$ cat src/rtl/fetch_sequencer.sv
// fetch_sequencer: front-end fetch controller.
// Sequences the PC, issues single-cycle-latency reads to instruction memory,
// buffers returned instructions in a small FIFO, and presents them to decode
// over a valid/ready handshake. An all-zero instruction word ends the trace.
// Optional feature macro: FETCH_TRACE_EN (simulation-only dequeue/halt trace).
//
// Handshake: a dequeue transfers when deq_valid && deq_ready are both high at
// a rising clock edge; deq_valid never depends on deq_ready, and the head
// entry stays stable until it is accepted or a flush/reset clears the queue.
module fetch_sequencer #(
    parameter int                 ADDR_W   = 32,
    parameter int                 FQ_DEPTH = 4,
    parameter logic [ADDR_W-1:0]  RESET_PC = '0,
    parameter int                 PC_STEP  = 4
) (
    input  logic                          clk,
    input  logic                          rst_n,
    output logic                          imem_req,
    output logic [ADDR_W-1:0]             imem_addr,
    input  logic [31:0]                   imem_rdata,
    input  logic                          flush,
    input  logic [ADDR_W-1:0]             flush_pc,
    output logic                          deq_valid,
    input  logic                          deq_ready,
    output logic [31:0]                   deq_instr,
    output logic [ADDR_W-1:0]             deq_pc,
    output logic [$clog2(FQ_DEPTH):0]     fq_count,
    output logic                          halted
);

    localparam int PW = $clog2(FQ_DEPTH);
    localparam int CW = PW + 1;

    typedef enum logic {
        ST_RUN  = 1'b0,
        ST_HALT = 1'b1
    } state_t;

    state_t              state;
    logic [ADDR_W-1:0]   pc;
    logic [ADDR_W-1:0]   req_pc;
    logic                inflight;
    logic                discard;
    logic [PW-1:0]       head;
    logic [PW-1:0]       tail;
    logic [CW-1:0]       count;

    logic [31:0]         instr_q [FQ_DEPTH];
    logic [ADDR_W-1:0]   pc_q    [FQ_DEPTH];

    logic                credit_ok;
    logic                req_fire;
    logic                resp_valid;
    logic                resp_zero;
    logic                enq;
    logic                deq_fire;

    // Request/response/dequeue decode. The credit check counts the response
    // still in flight but not a same-cycle dequeue, so the queue cannot overflow.
    always_comb begin
        credit_ok  = ({1'b0, count} + (CW+1)'(inflight)) < (CW+1)'(FQ_DEPTH);
        req_fire   = rst_n && (state == ST_RUN) && !flush && credit_ok;
        resp_valid = rst_n && inflight && !discard;
        resp_zero  = resp_valid && (imem_rdata == 32'h0);
        enq        = resp_valid && (imem_rdata != 32'h0) && !flush;
        deq_valid  = (count != '0);
        deq_fire   = deq_valid && deq_ready;
        imem_req   = req_fire;
        imem_addr  = req_fire ? pc : '0;
        deq_instr  = deq_valid ? instr_q[head] : 32'h0;
        deq_pc     = deq_valid ? pc_q[head] : '0;
        fq_count   = count;
    end

    // Control FSM: PC sequencing, response tracking, queue pointers, halt.
    always_ff @(posedge clk) begin
        if (!rst_n) begin
            state    <= ST_RUN;
            pc       <= RESET_PC;
            req_pc   <= '0;
            inflight <= 1'b0;
            discard  <= 1'b0;
            head     <= '0;
            tail     <= '0;
            count    <= '0;
            halted   <= 1'b0;
        end else if (flush) begin
            state    <= ST_RUN;
            pc       <= flush_pc;
            inflight <= 1'b0;
            discard  <= inflight;
            head     <= '0;
            tail     <= '0;
            count    <= '0;
            halted   <= 1'b0;
        end else begin
            inflight <= req_fire;
            // A request racing the end-of-trace word must not enqueue later.
            discard  <= resp_zero && req_fire;
            if (req_fire) begin
                pc     <= pc + ADDR_W'(PC_STEP);
                req_pc <= pc;
            end
            if (resp_zero) begin
                state <= ST_HALT;
            end
            if (enq) begin
                tail <= tail + 1'b1;
            end
            if (deq_fire) begin
                head <= head + 1'b1;
            end
            case ({enq, deq_fire})
                2'b10:   count <= count + 1'b1;
                2'b01:   count <= count - 1'b1;
                default: count <= count;
            endcase
            halted <= (state == ST_HALT) && (count == '0);
        end
    end

    // Queue storage; written at the tail on each accepted response.
    always_ff @(posedge clk) begin
        if (enq) begin
            instr_q[tail] <= imem_rdata;
            pc_q[tail]    <= req_pc;
        end
    end

`ifdef FETCH_TRACE_EN
    logic halted_q;

    // Simulation trace of dequeues and the halt event.
    always @(posedge clk) begin
        halted_q <= rst_n ? halted : 1'b0;
        if (rst_n && deq_fire) begin
            $display("PC: %d, Instruction: %h", deq_pc, deq_instr);
        end
        if (rst_n && halted && !halted_q) begin
            $display("FETCH HALT");
        end
    end
`else
`endif

endmodule

$ cat config.mk
export PLATFORM = sky130hd
export DESIGN_NAME = fetch_sequencer
export DESIGN_NICKNAME = d
export VERILOG_FILES = /design/src/rtl/fetch_sequencer.sv
export SDC_FILE = /design/constraint.sdc
export NUM_CORES = 1
export LEC_CHECK = 0
export CORE_MARGIN = 2
export CORE_UTILIZATION = 48
export CTS_CLUSTER_SIZE = 30
export DETAILED_ROUTE_END_ITERATION = 10
export MAX_ROUTING_LAYER = met4
export PLACE_DENSITY = 0.71
export SETUP_SLACK_MARGIN = 0.2
export SLEW_MARGIN = 20
export SYNTH_ARGS = -nofsm -noshare
export SYNTH_HDL_FRONTEND = slang
export SYNTH_SLANG_ARGS = --single-unit
export TNS_END_PERCENT = 20
$ cat constraint.sdc
create_clock -name clk -period 13.7 [get_ports clk]
set_clock_uncertainty 0.2 [all_clocks]
set_input_delay 2.055 -clock clk [delete_from_list [all_inputs] [get_ports clk]]
set_output_delay 2.055 -clock clk [all_outputs]
set_load 0.02 [all_outputs]
==> flow_metrics.py <==
metrics = {
    "drt": {
        "first_pass_iters": 7,
        "drt_wl_total_um": 30100,
        "dr.first_iter.drc_count": 875,
        "vias": 8294,
        "post_drt_wl_per_cell_um": 20.4,
        "ant_nets": 0,
        "viasPerCell": 5.63,
        "drc": 0,
    },
    "run_status": {
        "outcome": "complete, no violations",
    },
    "die": {
        "die_area_um2": 29300,
        "initial_utilization_pct": 48.5,
        "die_h_um": 171,
        "die_w_um": 171,
        "io_pins": 170,
        "rows": 61,
        "core_um2": 27700,
    },
    "timing": {
        "fin_crit_ns": 7.52,
        "hold_viol_final": 0,
        "finalSetupViolCount": 0,
        "slew_headroom_pct": 25.0,
        "fmax_ghz": 0.133,
        "fin_crit_sh_pct": 54.9,
        "setup_slack_ns": 6.18,
        "rsz0062_at_grt": "no",
        "worst_pin_slew_ns": 1.12,
        "tns_ns": 0,
        "final_max_slew_viol_count": 0,
    },
    "clocking": {
        "post_cts_resized": 0,
        "ctsLongestPathBuffers": 3,
        "clk_pin_slew_worst_paths_ns": 0.06,
        "cts_buffers": 36,
        "cts_root_buffer": "clkbuf_16",
        "postCtsHoldBufs": 0,
        "clock_sinks": 333,
        "postCtsSetupRepairBufs": 0,
        "insertion_delay_ns": 0.51,
        "ctsHtreeMaxLevel": 2,
        "cts_tree": "yes",
    },
    "cells_and_area": {
        "final_cell_mix": "edfxtp_1 (256), clkdlybuf4s50_1 (169), nand2_1 (96)",
        "layout_commonest_cell": "edfxtp_1",
        "drive_gt1_share_pct": 13.1,
        "post_layout_nonfiller_instances": 1473,
        "area_delta_synth_final_pct": 24.3,
        "final_core_util_pct": 60.3,
        "nFillCells": 2122,
        "nNetsFinal": 1142,
    },
    "placed_design": {
        "place_congestion": 0.853,
        "port_buffers": 169,
        "place_hpwl_um": 18200,
        "post-place-cells": 1407,
        "dp_slack_ns": 6.29,
    },
    "logic_synthesis": {
        "synth_cell_types": 56,
        "syn_nets": 974,
        "yosys_warnings": 0,
        "synth_flop_cell": "edfxtp_1",
        "avgSynthCellArea_um2": 14.9,
        "synthCells": 899,
        "yosysSeqAreaShare_pct": 68.7,
        "yosys_register_bits": 333,
        "synth-async-reset-ratio_pct": 0,
        "synth_edf_count": 256,
        "syn-cell-area_um2": 13400,
    },
    "global_routing": {
        "grt_max_degree": 65,
        "grt_pass1_vias": 8392,
        "gr-total-overflow": 0,
        "grt_pass1_wl_um": 46600,
        "grt_antenna_before_repair": 1,
        "grt_use_total_pct": 21.5,
    },
    "worst_setup_path": {
        "slowest_delay_ns": 0.86,
        "startpoint_type": "input port",
        "cp_slowest_cell": "clkinv_1",
        "endpoint_kind": "output pin",
        "r2r_cells": 6,
        "cp.arrival_ns": 5.26,
        "crit_type": "input port to output pin",
        "crit_path_end": "imem_addr[27]",
        "reg2reg_slack_ns": 10.89,
        "crit_start": "rst_n",
        "path_cells": "clkdlybuf4s50_1 -> nor2b_1 -> nand2_1 -> clkinv_1 -> nand2_1 -> inv_1 -> clkdlybuf4s50_1",
        "r2r_start": "fq_count[1]$_SDFFE_PP0P_",
        "reg2reg_to": "pc[9]$_SDFFE_PN0N_",
        "cp.required_ns": 11.44,
        "cp_max_fo": 30,
    },
    "flow_run": {
        "max-cap-violations": 0,
    },
    "power_and_ir_drop": {
        "p_per_area_nw_per_um2": 129,
        "vdd_ir_drop_max_v": 0.000112,
        "leakage_nw": 5.72,
    },
    "worst_hold_path": {
        "min_path_type": "register to register",
    },
}
worst min path at each step:
stage / startpoint / endpoint / slack (ns) / cells after the start
3_3_place_gp: req_pc[14]$_SDFFE_PN0P_ / pc_q[2][14]$_DFFE_PP_ / 0.28 / 0
5_1_grt: req_pc[11]$_SDFFE_PN0P_ / pc_q[2][11]$_DFFE_PP_ / 0.33 / 0
2_1_floorplan: state$_SDFFE_PP0P_ / halted$_SDFF_PP0_ / 0.24 / 2
3_5_place_dp: req_pc[28]$_SDFFE_PN0P_ / pc_q[2][28]$_DFFE_PP_ / 0.29 / 0
6_report: state$_SDFFE_PP0P_ / halted$_SDFF_PP0_ / 0.29 / 2
4_1_cts: req_pc[28]$_SDFFE_PN0P_ / pc_q[2][28]$_DFFE_PP_ / 0.30 / 0
layout make-up:
cell class | count | area [um^2] | area share (%)
Multi-Input combinational cell | 470 | 3860 | 23.1
Sequential cell | 333 | 9230 | 55.3
Timing Repair Buffer | 182 | 1790 | 10.7
Clock buffer | 48 | 987 | 5.91
Clock inverter | 17 | 194 | 1.16
Inverter | 44 | 165 | 0.989
Tap cell | 378 | 473 | 2.83
Antenna cell | 1 | 2.50 | 0.0150
power by group:
group	switching (W)	total (W)	leakage, nW	internal [W]
clock network	0.000376	0.000961	0.577	0.000584
registers	0.0000154	0.00111	3.07	0.00110
logic	0.0000461	0.0000870	2.07	0.0000409
state kept, by name, indices dropped and copies added, names as in the netlist, named ones only:
| name | count |
|---|---|
| state | 1 |
| tail | 2 |
| pc | 32 |
| discard | 1 |
| instr_q | 128 |
| fq_count | 3 |
| inflight | 1 |
| req_pc | 32 |
| halted | 1 |
| head | 2 |
| pc_q | 128 |
cell families (layout without fill, tap and decap cells):
kind of cell	count (synthesis)	in the layout	synth area share, %
XOR/XNOR	7	7	0.456
adder cells (fa/ha/maj)	7	7	0.708
AND/OR/NAND/NOR	275	275	10.7
buffers and inverters	96	291	2.78
multiplexers	72	72	11.4
flip-flops	333	333	68.7
AO/OA/AOI/OAI	109	109	5.34
other	0	1	0
metrics by stage:
step / instance area, um^2 / hold WS (ns) / power, W
after CTS: 16700 / 0.302 / 0.00218
final: 16700 / 0.294 / 0.00216
after global placement: 15500 / 0.282 / 0.00122
after floorplan: 13400 / 0.235 / 0.00117
after detailed placement: 15500 / 0.290 / 0.00122
after global routing: 16700 / 0.327 / 0.00222
synth_stat cells (all sizes together), types with 8 or more instances:
library cell    n  share of area (%)
buf            12               0.42
nor4           16               0.75
clkbuf         40                1.1
mux4           64                 11
dfxtp          77                 11
a31oi           8               0.37
nor3           10               0.37
o21ai          10               0.37
inv            44                1.2
nand3          12               0.48
nand4          15               0.70
nand2          96                2.7
and2           67                3.1
a21oi          47                1.8
nor2           24               0.67
edfxtp        256                 57
critical path, delay by kind of cell:
family	cells	cell delay (ns)
buf+inv	4	2.32
simple gates	3	0.86
routing by layer:
| metal | share of wire (%) | track usage (%) | up-vias |
|---|---|---|---|
| met1 | 42 | 27.8 | 4171 |
| met4 | 2.1 | 5.97 | 0 |
| li1 | - | - | 3765 |
| met2 | 50 | 35.8 | 310 |
| met3 | 6.3 | 3.43 | 48 |
| met5 | 0 | - | - |
(Power assumes the default switching activity.)
==> RTL edit 1: new RTL, same settings <==
`ADDR_W`: 32 -> 64.
--- a/src/rtl/fetch_sequencer.sv
+++ b/src/rtl/fetch_sequencer.sv
@@ -10,3 +10,3 @@
 module fetch_sequencer #(
-    parameter int                 ADDR_W   = 32,
+    parameter int                 ADDR_W   = 64,
     parameter int                 FQ_DEPTH = 4,
Interface: changed (resized deq_pc, flush_pc and imem_addr); port bits go from 170 to 266. The function was not compared with the original's and may differ.
==> RTL edit 1 against the original RTL <==
Sequential power up 58%; sequential cell count up 192; final cell count up 68%; largest power group unchanged; setup slack worse by 0.80 ns; power up 53%; final area up 59%; area after synthesis up 61%; routed wire length up 90%; core utilization down 0.39 points.
==> RTL edit 1: results (changes against the original RTL) <==
[metrics] run status: complete, no violations
[metrics] detailed-route wire length on metal 1: 23850 microns (+89%)
[metrics] areal power density over the cells: 124.0 mW/mm^2 (-4.0%)
[metrics] placed cells: 2365 (+68%)
[metrics] registers with the highest flip-flop counts: pc_q (256), instr_q (128)
[metrics] post-placement setup slack: 5.429 ns (-0.8656 ns)
[metrics] sequential share of the synthesized area: 66.26% (-2.4 points)
[metrics] number of fill cells: 3451 (+63%)
[metrics] endpoint of the worst register-to-register path: pc[49]
[metrics] Worst Path Arrival: 6.06 ns (+0.80 ns)
[metrics] post-synth cell types: 68 (+21%)
[metrics] proportion of synthesized area in mux cells: 10.26% (-1.1 points)
[metrics] largest net degree at the start of global routing: 74 (+14%)
[metrics] worst-case reg-to-reg path depth: 8 (+2)
[metrics] met3 Usage GRT: 4.702% (+1.3 points)
[metrics] Post-Route WL: 57170 microns (+90%)
[metrics] worst skew pair latency: 0.60 ns (+0.09 ns)
[metrics] GR Util met2: 38.15% (+2.3 points)
[metrics] worst-path fanout max: 55 (+83%)
[metrics] list of most frequent post-synthesis cells: 384 x sky130_fd_sc_hd__edfxtp_1, 186 x sky130_fd_sc_hd__nand2_1, 141 x sky130_fd_sc_hd__dfxtp_1
[metrics] area of placed instances: 0.02490 sq mm (+60%)
[metrics] drt pass-1 iters: 5 (-2)
[metrics] per-instance average area after synthesis: 13.65 sq um (-8.6%)
[metrics] net count after synthesis: 1694 (+74%)
[metrics] leakage power: 9.131 nW (+60%)
[metrics] slew at the pin closest to its max-slew limit: 0.9972 ns (-0.1204 ns)
[metrics] reported sequential group power: 1.75 mW (+58%)
[metrics] final net count: 1935 (+69%)
[metrics] comb pwr: 0.148 mW (+70%)
[metrics] hpwl dp: 36160 microns (+99%)
[metrics] setup slack on the worst flop-to-flop path: 9.73 ns (-1.16 ns)
[metrics] number of DRC markers after the initial detailed-route iteration: 1273 (+45%)
[metrics] fraction of the mapped netlist area in compound gates: 6.013% (+0.68 points)
[metrics] CTS buffer count: 53 (+47%)
[metrics] worst ir drop on vdd: 0.00008135 V (-27%)
[metrics] capture endpoint of the worst hold path: req_pc[39]
[metrics] switching power: 0.7119 mW (+63%)
[metrics] cells taking the most area after synthesis: sky130_fd_sc_hd__edfxtp_1 53%, sky130_fd_sc_hd__dfxtp_1 13%, sky130_fd_sc_hd__mux4_2 10%, sky130_fd_sc_hd__nand2_1 3.2%, sky130_fd_sc_hd__and2_1 2.9%
[metrics] fraction of layout instances using a drive strength above 1: 12.07% (-1.0 points)
[metrics] wire length of the first global-routing pass: 85670 microns (+84%)
[metrics] delay of the slowest critical-path stage: 0.62 ns (-0.24 ns)
[metrics] initial antenna violation count: 5 (+4)
[metrics] count of flip-flops with a built-in enable after synthesis: 384 (+50%)
[metrics] worst hold path startpoint: req_pc[39]
[metrics] met1 Resource Use GR: 33.61% (+5.8 points)
[metrics] via count of the routed design: 14390 (+73%)
[metrics] share of the synthesized netlist area taken by xor and xnor gates: 0.6065% (+0.15 points)
==> RTL edit 1: worst min-delay path, delay by kind of cell, from the launching register on <==
kind	cells	cell delay, ns
flops	1	0.33
compound gates	1	0.05
simple gates	1	0.06
==> RTL edit 1: how the worst max path moves through the flow <==
stage               start       endpoint  cells after the start
global route        rst_n  imem_addr[53]                      9
finish              rst_n  imem_addr[53]                      9
CTS                 rst_n  imem_addr[53]                      9
global placement    rst_n  imem_addr[53]                      9
detailed placement  rst_n  imem_addr[53]                      9
floorplan           flush  instr_q[0][0]                      5
==> RTL edit 1: area by class of cell <==
cell class	count	area (sq um)	area share, %
diodes	5	12.51	0.04703
repair buffers	288	2820	10.60
clock inverters	19	138.9	0.5221
multi-input cells	879	6670	25.07
well taps	592	740.7	2.784
inverters	81	305.3	1.148
flip-flops and latches	525	14360	53.98
clock buffers	81	1554	5.841
==> RTL edit 2: new RTL, config.mk and constraints unchanged <==
Made on the original files. Put a register stage on the output `fq_count`, without a reset. The value now appears one clock later. The other outputs are not delayed to match.
--- a/src/rtl/fetch_sequencer.sv
+++ b/src/rtl/fetch_sequencer.sv
@@ -38,2 +38,4 @@
 
+    logic [$clog2(FQ_DEPTH):0] fq_count_d;
+
     state_t              state;
@@ -71,3 +73,3 @@
         deq_pc     = deq_valid ? pc_q[head] : '0;
-        fq_count   = count;
+        fq_count_d = count;
     end
@@ -145,2 +147,6 @@
 
+    always_ff @(posedge clk) begin
+        fq_count <= fq_count_d;
+    end
+
 endmodule
Formal check against the unedited RTL: not equivalent (a bounded check fails within 4 cycles, from zero or initial values and one cycle with rst_n low).
==> RTL edit 2 against the original RTL <==
Area after synthesis up 0.62%; power down 2.2%; setup slack worse by 0.32 ns; sequential cell count up 3; largest cell class unchanged; clock power down 5.9%; hold slack worse by 0.024 ns; combinational power down 2.6%; final area up 0.21%; die area up 0.61%; largest power group unchanged; routed wire length up 1.7%; global-route usage up 0.25 points; maximum frequency down 4.1%.
==> RTL edit 2: results (changes against the original RTL) <==
[metrics] worst ir drop on vdd: 0.00009956 V (-11%)
[metrics] routability congestion estimate from global placement: 0.8678 (+1.7%)
[metrics] Inserted Diodes: 0 (-1)
[metrics] via count of the first global-routing pass: 8246 (-1.7%)
[metrics] post-synth cell types: 53 (-5.4%)
[metrics] list of most frequent post-synthesis cells: 256 x sky130_fd_sc_hd__edfxtp_1, 99 x sky130_fd_sc_hd__nand2_1, 80 x sky130_fd_sc_hd__dfxtp_1
[metrics] fraction of layout instances using a drive strength above 1: 12.94% (-0.13 points)
[metrics] Worst Path Arrival: 5.58 ns (+0.32 ns)
[metrics] Worst Hold Slack: 0.2693 ns (-0.02445 ns)
[metrics] gr usage total: 21.80% (+0.25 points)
[metrics] met3 Usage GRT: 3.129% (-0.30 points)
[metrics] slew at the pin closest to its max-slew limit: 1.019 ns (-0.09876 ns)
[metrics] final net count: 1153 (+0.96%)
[metrics] met1 Resource Use GR: 29.77% (+2.0 points)
[metrics] GR Util met2: 34.87% (-0.96 points)
[metrics] hpwl dp: 19410 microns (+6.8%)
[metrics] run status: complete, no violations
[metrics] wire length of the first global-routing pass: 47110 microns (+1.1%)
[metrics] Internal Dissipation: 1.675 mW (-2.7%)
[metrics] startpoint of the lowest-slack register-to-register path: count[2]
[metrics] sequential share of the synthesized area: 68.72% (about the same)
[metrics] worst-path fanout max: 35 (+17%)
[metrics] Post-Route WL: 30600 microns (+1.7%)
[metrics] setup slack on the worst flop-to-flop path: 10.52 ns (-0.37 ns)
[metrics] number of fill cells: 2165 (+2.0%)
[metrics] delay of the slowest critical-path stage: 1.05 ns (+0.19 ns)
[metrics] Worst Hold Depth: 0 (-2)
[metrics] worst-case reg-to-reg path depth: 9 (+3)
[metrics] largest net degree at the start of global routing: 52 (-20%)
[metrics] CTS buffer count: 35 (-2.8%)
[metrics] cells taking the most area after synthesis: sky130_fd_sc_hd__edfxtp_1 57%, sky130_fd_sc_hd__dfxtp_1 12%, sky130_fd_sc_hd__mux4_2 11%, sky130_fd_sc_hd__and2_1 3.1%, sky130_fd_sc_hd__nand2_1 2.7%
RTL edit 2: kinds of logic after synthesis:
| logic type | share of synthesized area (%) |
|---|---|
| and+or+nand+nor | 11.25 |
| muxes | 11.03 |
| buffers and inverters | 2.721 |
| xor gates and xnor gates | 0.5832 |
| DFF | 68.72 |
| adders and majority gates | 0.7035 |
| AOI/OAI and AO/OA | 4.989 |
RTL edit 2: stage by stage:
stage | power (mW) | instance area, sq um | util, % | worst slack (ns) | instances
final | 2.111 | 16740 | 60.25 | 5.862 | 1483
after global routing | 2.180 | 16740 | 60.25 | 5.622 | 1483
after CTS | 2.130 | 16740 | 60.25 | 5.811 | 1483
after detailed placement | 1.227 | 15620 | 56.22 | 5.822 | 1419
after global placement | 1.226 | 15620 | 56.22 | 5.906 | 1419
after floorplan | 1.176 | 13520 | - | 5.473 | 910
RTL edit 2: worst max-delay path by stage:
stage / startpoint / end / slack [ns] / cells after the start
floorplan: rst_n / instr_q[0][0] / 5.47 / 5
global placement: rst_n / imem_addr[31] / 5.91 / 7
detailed placement: rst_n / imem_addr[31] / 5.82 / 7
CTS: rst_n / imem_addr[31] / 5.81 / 7
global route: rst_n / imem_addr[31] / 5.62 / 7
finish: rst_n / imem_addr[31] / 5.86 / 7
RTL edit 2: power groups by stage:
stage	clock (mW)	sequential [mW]	combinational, mW
after floorplan	0	1.14	0.0410
after global placement	0	1.14	0.0838
after detailed placement	0	1.14	0.0846
after CTS	0.924	1.12	0.0850
after global routing	0.965	1.12	0.0921
final	0.904	1.12	0.0847
RTL edit 2: layout make-up:
cell class / instances / area [sq um] / share of cell area (%)
Clock buffer: 54 / 1049 / 6.264
Clock inverter: 10 / 70.07 / 0.4186
Inverter: 43 / 161.4 / 0.9643
Timing Repair Buffer: 184 / 1804 / 10.78
Multi-Input combinational cell: 478 / 3887 / 23.22
Tap cell: 378 / 473.0 / 2.826
Sequential cell: 336 / 9294 / 55.52
RTL edit 2: layer usage:
layer | vias to the layer above | part of all wire (%)
li1 | 3826 | -
met1 | 4148 | 44
met2 | 317 | 48
met3 | 43 | 6.2
met4 | 0 | 1.6
met5 | - | 0
